### config.mk
export PLATFORM = sky130hd
export DESIGN_NAME = debounce_multi
export DESIGN_NICKNAME = d
export VERILOG_FILES = /design/src/rtl/debounce_pkg.sv /design/src/rtl/debounce_multi_tick_gen.sv /design/src/rtl/debounce_multi.sv
export SDC_FILE = /design/constraint.sdc
export NUM_CORES = 1
export LEC_CHECK = 0
export BUFFER_PORTS_ARGS = -buffer_cell sky130_fd_sc_hd__buf_2
export CELL_PAD_IN_SITES_DETAIL_PLACEMENT = 1
export CELL_PAD_IN_SITES_GLOBAL_PLACEMENT = 1
export CORE_AREA = 2 2 98 100
export CTS_BUF_LIST = sky130_fd_sc_hd__clkbuf_16
export DETAILED_ROUTE_END_ITERATION = 10
export DIE_AREA = 0 0 100 102
export PLACE_DENSITY = 0.58
export SYNTH_ARGS = -nofsm -noshare
export SYNTH_HDL_FRONTEND = slang
export SYNTH_HIERARCHICAL = 1
export SYNTH_SLANG_ARGS = --single-unit
### constraint.sdc
create_clock -name clk -period 2.51 [get_ports clk]
set_clock_uncertainty 0.1 [all_clocks]
set_input_delay 0.1255 -clock clk [delete_from_list [all_inputs] [get_ports clk]]
set_output_delay 0.1255 -clock clk [all_outputs]
set_load 0.02 [all_outputs]
### src/rtl/debounce_pkg.sv
// Shared definitions for the debounce block: FSM state encodings and default timing.
package debounce_pkg;

  typedef enum logic [1:0] {
    ZERO = 2'b00,
    CHK1 = 2'b01,
    ONE  = 2'b10,
    CHK0 = 2'b11
  } state_t;

  localparam int TICK_DIV_DEF     = 1_000_000;
  localparam int STABLE_TICKS_DEF = 3;

endpackage

### src/rtl/debounce_multi_tick_gen.sv
// Free-running sample-tick divider: one-cycle pulse every TICK_DIV clocks.
module tick_gen
  import debounce_pkg::*;
#(
  parameter int TICK_DIV = TICK_DIV_DEF
) (
  input  logic clk,
  input  logic rst,
  output logic tick
);

  localparam int CW = $clog2(TICK_DIV);
  localparam logic [CW-1:0] LAST = CW'(TICK_DIV - 1);

  logic [CW-1:0] cnt;

  always_ff @(posedge clk) begin
    if (rst) begin
      cnt <= '0;
    end else if (cnt == LAST) begin
      cnt <= '0;
    end else begin
      cnt <= cnt + 1'b1;
    end
  end

  assign tick = (cnt == LAST);

endmodule

### src/rtl/debounce_multi.sv
// N-channel switch debouncer: per-channel 2-flop synchroniser, tick-counted
// stability check and registered rise/fall strobes, sharing one tick_gen.
module debounce_multi
  import debounce_pkg::*;
#(
  parameter int N_CH         = 4,
  parameter int TICK_DIV     = TICK_DIV_DEF,
  parameter int STABLE_TICKS = STABLE_TICKS_DEF
) (
  input  logic            clk,
  input  logic            rst,
  input  logic [N_CH-1:0] sw_in,
  output logic [N_CH-1:0] db_out,
  output logic [N_CH-1:0] rise,
  output logic [N_CH-1:0] fall,
  output logic            tick
);

  localparam int CW = $clog2(STABLE_TICKS + 1);
  localparam logic [CW-1:0] CNT_LAST = CW'(STABLE_TICKS - 1);

  tick_gen #(.TICK_DIV(TICK_DIV)) u_tick_gen (
    .clk  (clk),
    .rst  (rst),
    .tick (tick)
  );

  for (genvar i = 0; i < N_CH; i++) begin : gen_ch
    logic          sync_p0;
    logic          sync_p1;
    state_t        state;
    state_t        state_nxt;
    logic [CW-1:0] cnt;
    logic [CW-1:0] cnt_nxt;
    logic          rise_q;
    logic          fall_q;

    // Stage p0/p1: synchroniser; then state, counter and edge strobes
    always_ff @(posedge clk) begin
      if (rst) begin
        sync_p0 <= 1'b0;
        sync_p1 <= 1'b0;
        state   <= ZERO;
        cnt     <= '0;
        rise_q  <= 1'b0;
        fall_q  <= 1'b0;
      end else begin
        sync_p0 <= sw_in[i];
        sync_p1 <= sync_p0;
        state   <= state_nxt;
        cnt     <= cnt_nxt;
        rise_q  <= (state == CHK1) && (state_nxt == ONE);
        fall_q  <= (state == CHK0) && (state_nxt == ZERO);
      end
    end

    // A reversal of the input is tested before the tick so an abort always wins.
    always_comb begin
      state_nxt = state;
      cnt_nxt   = cnt;
      case (state)
        ZERO: begin
          if (sync_p1) begin
            state_nxt = CHK1;
            cnt_nxt   = '0;
          end
        end
        CHK1: begin
          if (!sync_p1) begin
            state_nxt = ZERO;
          end else if (tick) begin
            if (cnt == CNT_LAST) state_nxt = ONE;
            else                 cnt_nxt   = cnt + 1'b1;
          end
        end
        ONE: begin
          if (!sync_p1) begin
            state_nxt = CHK0;
            cnt_nxt   = '0;
          end
        end
        CHK0: begin
          if (sync_p1) begin
            state_nxt = ONE;
          end else if (tick) begin
            if (cnt == CNT_LAST) state_nxt = ZERO;
            else                 cnt_nxt   = cnt + 1'b1;
          end
        end
        default: begin
          state_nxt = ZERO;
          cnt_nxt   = '0;
        end
      endcase
    end

    // ONE and CHK0 share bit 1 of the encoding, so the level is a single flop bit.
    assign db_out[i] = state[1];
    assign rise[i]   = rise_q;
    assign fall[i]   = fall_q;
  end

endmodule

* Word level (Yosys, flattened, before mapping)
Cells that the tools add are included.
W data, S select, Z words.
** Operators by class
- $add $sub $neg :: 5
- Mux-type cells :: 64
- Equal/unequal tests :: 37
- Reductions and logical operators :: 21
** Operators by type and width (count)
- $mux W2 :: 56
- $pmux W2 S4 :: 8
- $eq A2 B2 Y1 const B :: 16
- $ne A2 B2 Y1 const B :: 16
- $add A20 B1 Y20 const B :: 1
- $eq A20 B20 Y1 const B :: 1
- $logic_not A2 Y1 :: 8
- $reduce_and A4 Y1 :: 4
- $add A2 B1 Y2 const B :: 4
- $eq A2 B1 Y1 const B :: 4
- $logic_and A1 B1 Y1 :: 8
- $reduce_or A2 Y1 :: 1
** Word-level totals
- Output and inout port bits :: 13
- Bits of input ports :: 6
- Bits in registers :: 52

* Longest topological paths before layout
- Depth in word-level cells :: 7
- Gate-level depth with buffers :: 8

* By module
Netlist, hierarchy kept.
** By module, submodules not included
- debounce_multi :: area an instance 1296.2 um2, instances 1, seq. area each 640.6 um2, cells an instance 132
- tick_gen :: area an instance 938.4 um2, instances 1, seq. area each 400.4 um2, cells an instance 104

* Worst setup path before layout
Ideal clock, no wire load.
- Path type :: flip-flop to flip-flop
- Start :: register u_tick_gen.cnt[0]
- End :: register gen_ch[1].cnt[1]
- Data arrival time :: 2.944 ns
- Path slack :: -0.608 ns
- Cell stages (with the launch flop) :: 8
- Clock period less this slack :: 3.118 ns
- Buffers on the path :: 0
- Library setup time :: 0.074 ns
- Cell sequence :: dfxtp_1 > ha_1 > and3_1 > nand3_1 > nor4b_1 > nand2_1 > or4_1 > a31oi_1
** Between the ends
- Longest elaborated chain between the ends :: 4
- Elaborated cells between the ends (all ways) :: 5
** RTL lines
- from (decl) :: line debounce_multi_tick_gen.sv:15 : logic [CW-1:0] cnt;
- from (signal assigned) :: line debounce_multi_tick_gen.sv:23 : cnt <= cnt + 1'b1;
- $eq A20 B20 Y1 (*) :: line debounce_multi_tick_gen.sv:27 : assign tick = (cnt == LAST);
- net tick :: line debounce_multi.sv:16 : output logic tick
- $mux W2 (*)
- $mux W2, on equally long branches
- $pmux W2 S4 (*)
- to (signal assigned) :: line debounce_multi.sv:51 : cnt <= cnt_nxt;
- to (decl) :: line debounce_multi.sv:33 : logic [CW-1:0] cnt;
The timed path passes the listed nets; every way through them passes the cells marked *. The select of a mux whose other input is x is not followed.
A chain may end at the register's enable or synchronous reset.

* Final worst setup path
- Start :: register u_tick_gen.cnt[10]
- End :: register gen_ch[1].cnt[1]
** Between the ends
- Longest elaborated chain between the ends :: 4
- Elaborated cells between the ends (all ways) :: 5
** RTL lines (line)
- $eq A20 B20 Y1 (*) :: debounce_multi_tick_gen.sv:27
- $mux W2 (*)
- $mux W2, on equally long branches
- $pmux W2 S4 (*)
Every way passes the cells marked *; elsewhere a longest branch is shown, timed or not. The select of a mux whose other input is x is not followed.

==> out/metrics.yaml <==
outcome:
  status: "finished, final reports clean"
routing:
  final_antenna_net_count: 0
  vias: 1748
  drt-total-wl_mm: 4.67
  first_pass_iters: 4
  post-route-drc-count: 0
  drt_iter0_drc: 30
  wl_per_cell_um: 12.6
  vias_per_cell: 4.72
power:
  switchingPower_w: 0.000344
  internal_power_w: 0.00133
  p_sw_share_pct: 20.5
  pwr-share-comb_pct: 2.8
  peakVddDrop_v: 0.000245
  powerDensity_nw_per_um2: 631
  seq_power_share_pct: 50.4
  leakagePower_nw: 0.913
  clockPowerShare_pct: 46.8
synth:
  synth_area_per_cell_um2: 9.47
  yosysMostFrequentCell: "dfxtp_1"
  synth_edf_count: 0
  synthArstFlopShare_pct: 0
  synth.net_count: 247
  ys_seq_area_share_pct: 46.6
  synth_top_area_share_pct: 46.6
  synth-compound-area-share_pct: 6.16
  ys_warn_count: 6
  synth_commonest_cells: "dfxtp_1 (52), nor2_1 (23), nand3_1 (19)"
  synth_top_flop_cell: "dfxtp_1"
  yosys.area_share.adder_pct: 2.80
  synth_seq_cells: 52
  yosys.area_share.simple_pct: 28.2
  synth_cells: 236
  synth_top_family_by_area: "simple AND/OR/NAND/NOR gates"
  netlist_top_cells_area: "dfxtp_1 (47%), xnor2_1 (4.7%), nand3_1 (4.3%)"
  synth_xor_area_share_pct: 7.05
  synth_top_cell_by_area: "dfxtp_1"
  synth_area_um2: 2230
  yosysUniqueCellTypes: 33
  yosys-mux-area-fraction_pct: 2.24
die:
  dieArea_um2: 10200
  core-area_um2: 9110
  core.rowCount: 35
  ios: 19
  die_h_um: 102
  die-width_um: 100
  initial_utilization_pct: 24.5
placed_design:
  dp_slack_ns: 0.133
  port_buffers: 18
  placed_area_um2: 2440
  dp_hpwl_mm: 3.31
  globalplace.congestion: 0.763
critical_path:
  crit_path_top_delay_cell: "or4_1"
  max_stage_delay_ns: 0.61
  critPathLaunch: "u_tick_gen/cnt[10]"
  endpoint: "gen_ch[1].cnt[1]"
  reg2reg_from: "u_tick_gen/cnt[10]"
  setup.worst_path.start_class: "flop"
  cpMostUsedCell: "or4_1"
  crit_chain: "or4_1 -> nor4b_4 -> buf_12 -> nand2_1 -> or4_1 -> a31oi_1"
  crit_arrival_ns: 2.49
  r2r.worst_path.cells: 6
  critPathCaptureType: "flop"
  r2r-end: "gen_ch[1].cnt[1]"
  cp_max_fo: 16
  r2r_setup_slack_ns: 0.14
  critPathKind: "reg -> reg"
  critical_path_required_ns: 2.63
job:
  max-cap-violations: 0
timing:
  timing.final.crit_period_ns: 2.37
  fmax_mhz: 422
  hold_viol: 0
  period_share_pct: 94.5
  fin_ws_ns: 0.139
  worst_pin_slew_ns: 0.631
  rsz0062_at_grt: "false"
  setup_violations: 0
  relSlewSlack_pct: 57.5
  slew_violations: 0
  fin_setup_tns_ns: 0
clock_network:
  htreeDepth: 2
  cts.clk_slew.worst_paths_ns: 0.07
  cts.sinks: 52
  clock_path_buffers: 2
  cts_tree: "built"
  insertion_delay_ns: 0.29
  ctsRootBufferMaster: "clkbuf_16"
  cts_made_buffers: 5
global_route:
  grt_max_degree: 34
  grt.total_usage_pct: 9.96
  grt_pass1_wl_mm: 8.22
  grt-ovfl-total: 0
  grt_pass1_vias: 1795
  grt_antenna_before_repair: 0
final_layout:
  fillers: 1054
  multiInputGateArea_um2: 1050
  fin_area_um2: 2660
  final_nets: 269
  drive_above_1_share_pct: 15.8
  syn_to_final_growth_pct: 18.9
  diodes: 0
  layout.area.seq_um2: 1040
min_path:
  hold_path_class: "in -> reg"
cell type report:
| type | instances | share of cell area (%) |
|---|---|---|
| Timing Repair Buffer | 33 | 8.47 |
| Inverter | 7 | 0.989 |
| Sequential cell | 52 | 39.2 |
| Multi-Input combinational cell | 159 | 39.6 |
| Clock buffer | 5 | 4.71 |
| Clock inverter | 3 | 1.79 |
| Tap cell | 111 | 5.23 |
metrics by stage:
| stage | total power, W | cells | hold slack, ns | util, % |
|---|---|---|---|---|
| after floorplan | 0.000891 | 236 | 0.0971 | - |
| after CTS | 0.00170 | 370 | 0.221 | 29.2 |
| after detailed placement | 0.000909 | 358 | 0.242 | 26.8 |
| after global routing | 0.00175 | 370 | 0.227 | 29.2 |
| after global placement | 0.000909 | 358 | 0.237 | 26.8 |
| final | 0.00168 | 370 | 0.201 | 29.2 |
cell families after synthesis:
family / Yosys count
buffers and inverters: 25
adders and majority gates: 5
DFF: 52
AOI/OAI and AO/OA: 19
muxes: 5
and+or+nand+nor: 112
xor gates and xnor gates: 18
state kept, by name, summed over array words and instances (netlist names):
| signal | count |
|---|---|
| gen_ch.rise_q | 4 |
| gen_ch.cnt | 8 |
| gen_ch.sync_p0 | 4 |
| gen_ch.state | 8 |
| u_tick_gen/cnt | 20 |
| gen_ch.fall_q | 4 |
| gen_ch.sync_p1 | 4 |
how the worst min path moves through the flow:
stage               cells past startpoint                 to  slack [ns]     start
floorplan                               1  gen_ch[3].sync_p0         0.1       rst
global placement                        2  gen_ch[1].sync_p0        0.24  sw_in[1]
detailed placement                      2  gen_ch[0].sync_p0        0.24  sw_in[0]
CTS                                     4  u_tick_gen/cnt[7]        0.22       rst
global route                            4  u_tick_gen/cnt[6]        0.23       rst
finish                                  4  u_tick_gen/cnt[0]        0.20       rst
worst max-delay path, delay by kind of cell, from the launching register on:
kind	cells	cell delay, ns
AOI/OAI and AO/OA	1	0.18
and+or+nand+nor	4	1.49
DFF	1	0.35
buffers and inverters	1	0.18
layer usage:
metal  track usage, %  vias up  share of wire (%)
met2             17.6       20                 49
met5                0        -                  0
li1                 -      875                  -
met3             2.80        8                3.0
met1             11.9      845                 47
met4             2.85        0                1.5
power by group through the flow:
stage / clock network (W) / logic (W) / registers, W
finish: 0.000784 / 0.0000472 / 0.000846
global placement: 0 / 0.0000442 / 0.000865
global route: 0.000849 / 0.0000546 / 0.000847
CTS: 0.000810 / 0.0000491 / 0.000846
floorplan: 0 / 0.0000279 / 0.000863
detailed placement: 0 / 0.0000442 / 0.000865
cells in the final DEF (no fill, tap or decap), types with 6 or more instances in the layout:
cell / n
a31oi_1: 8
buf_2: 18
nor2_1: 23
dfxtp_1: 52
buf_4: 10
xor2_1: 6
nor4b_1: 8
xnor2_1: 12
nand2_1: 15
nor2b_1: 8
or4_1: 12
nand4_1: 7
nand3_1: 19
inv_1: 7
what timing repair did:
action | in CTS | in global routing
setup buffers | 0 | 0
endpoints found under the setup margin | 0 | 2
resized for setup | 0 | 0
hold buffers | 4 | 0
endpoints found under the hold margin | 4 | 0
(Power assumes the default switching activity.)
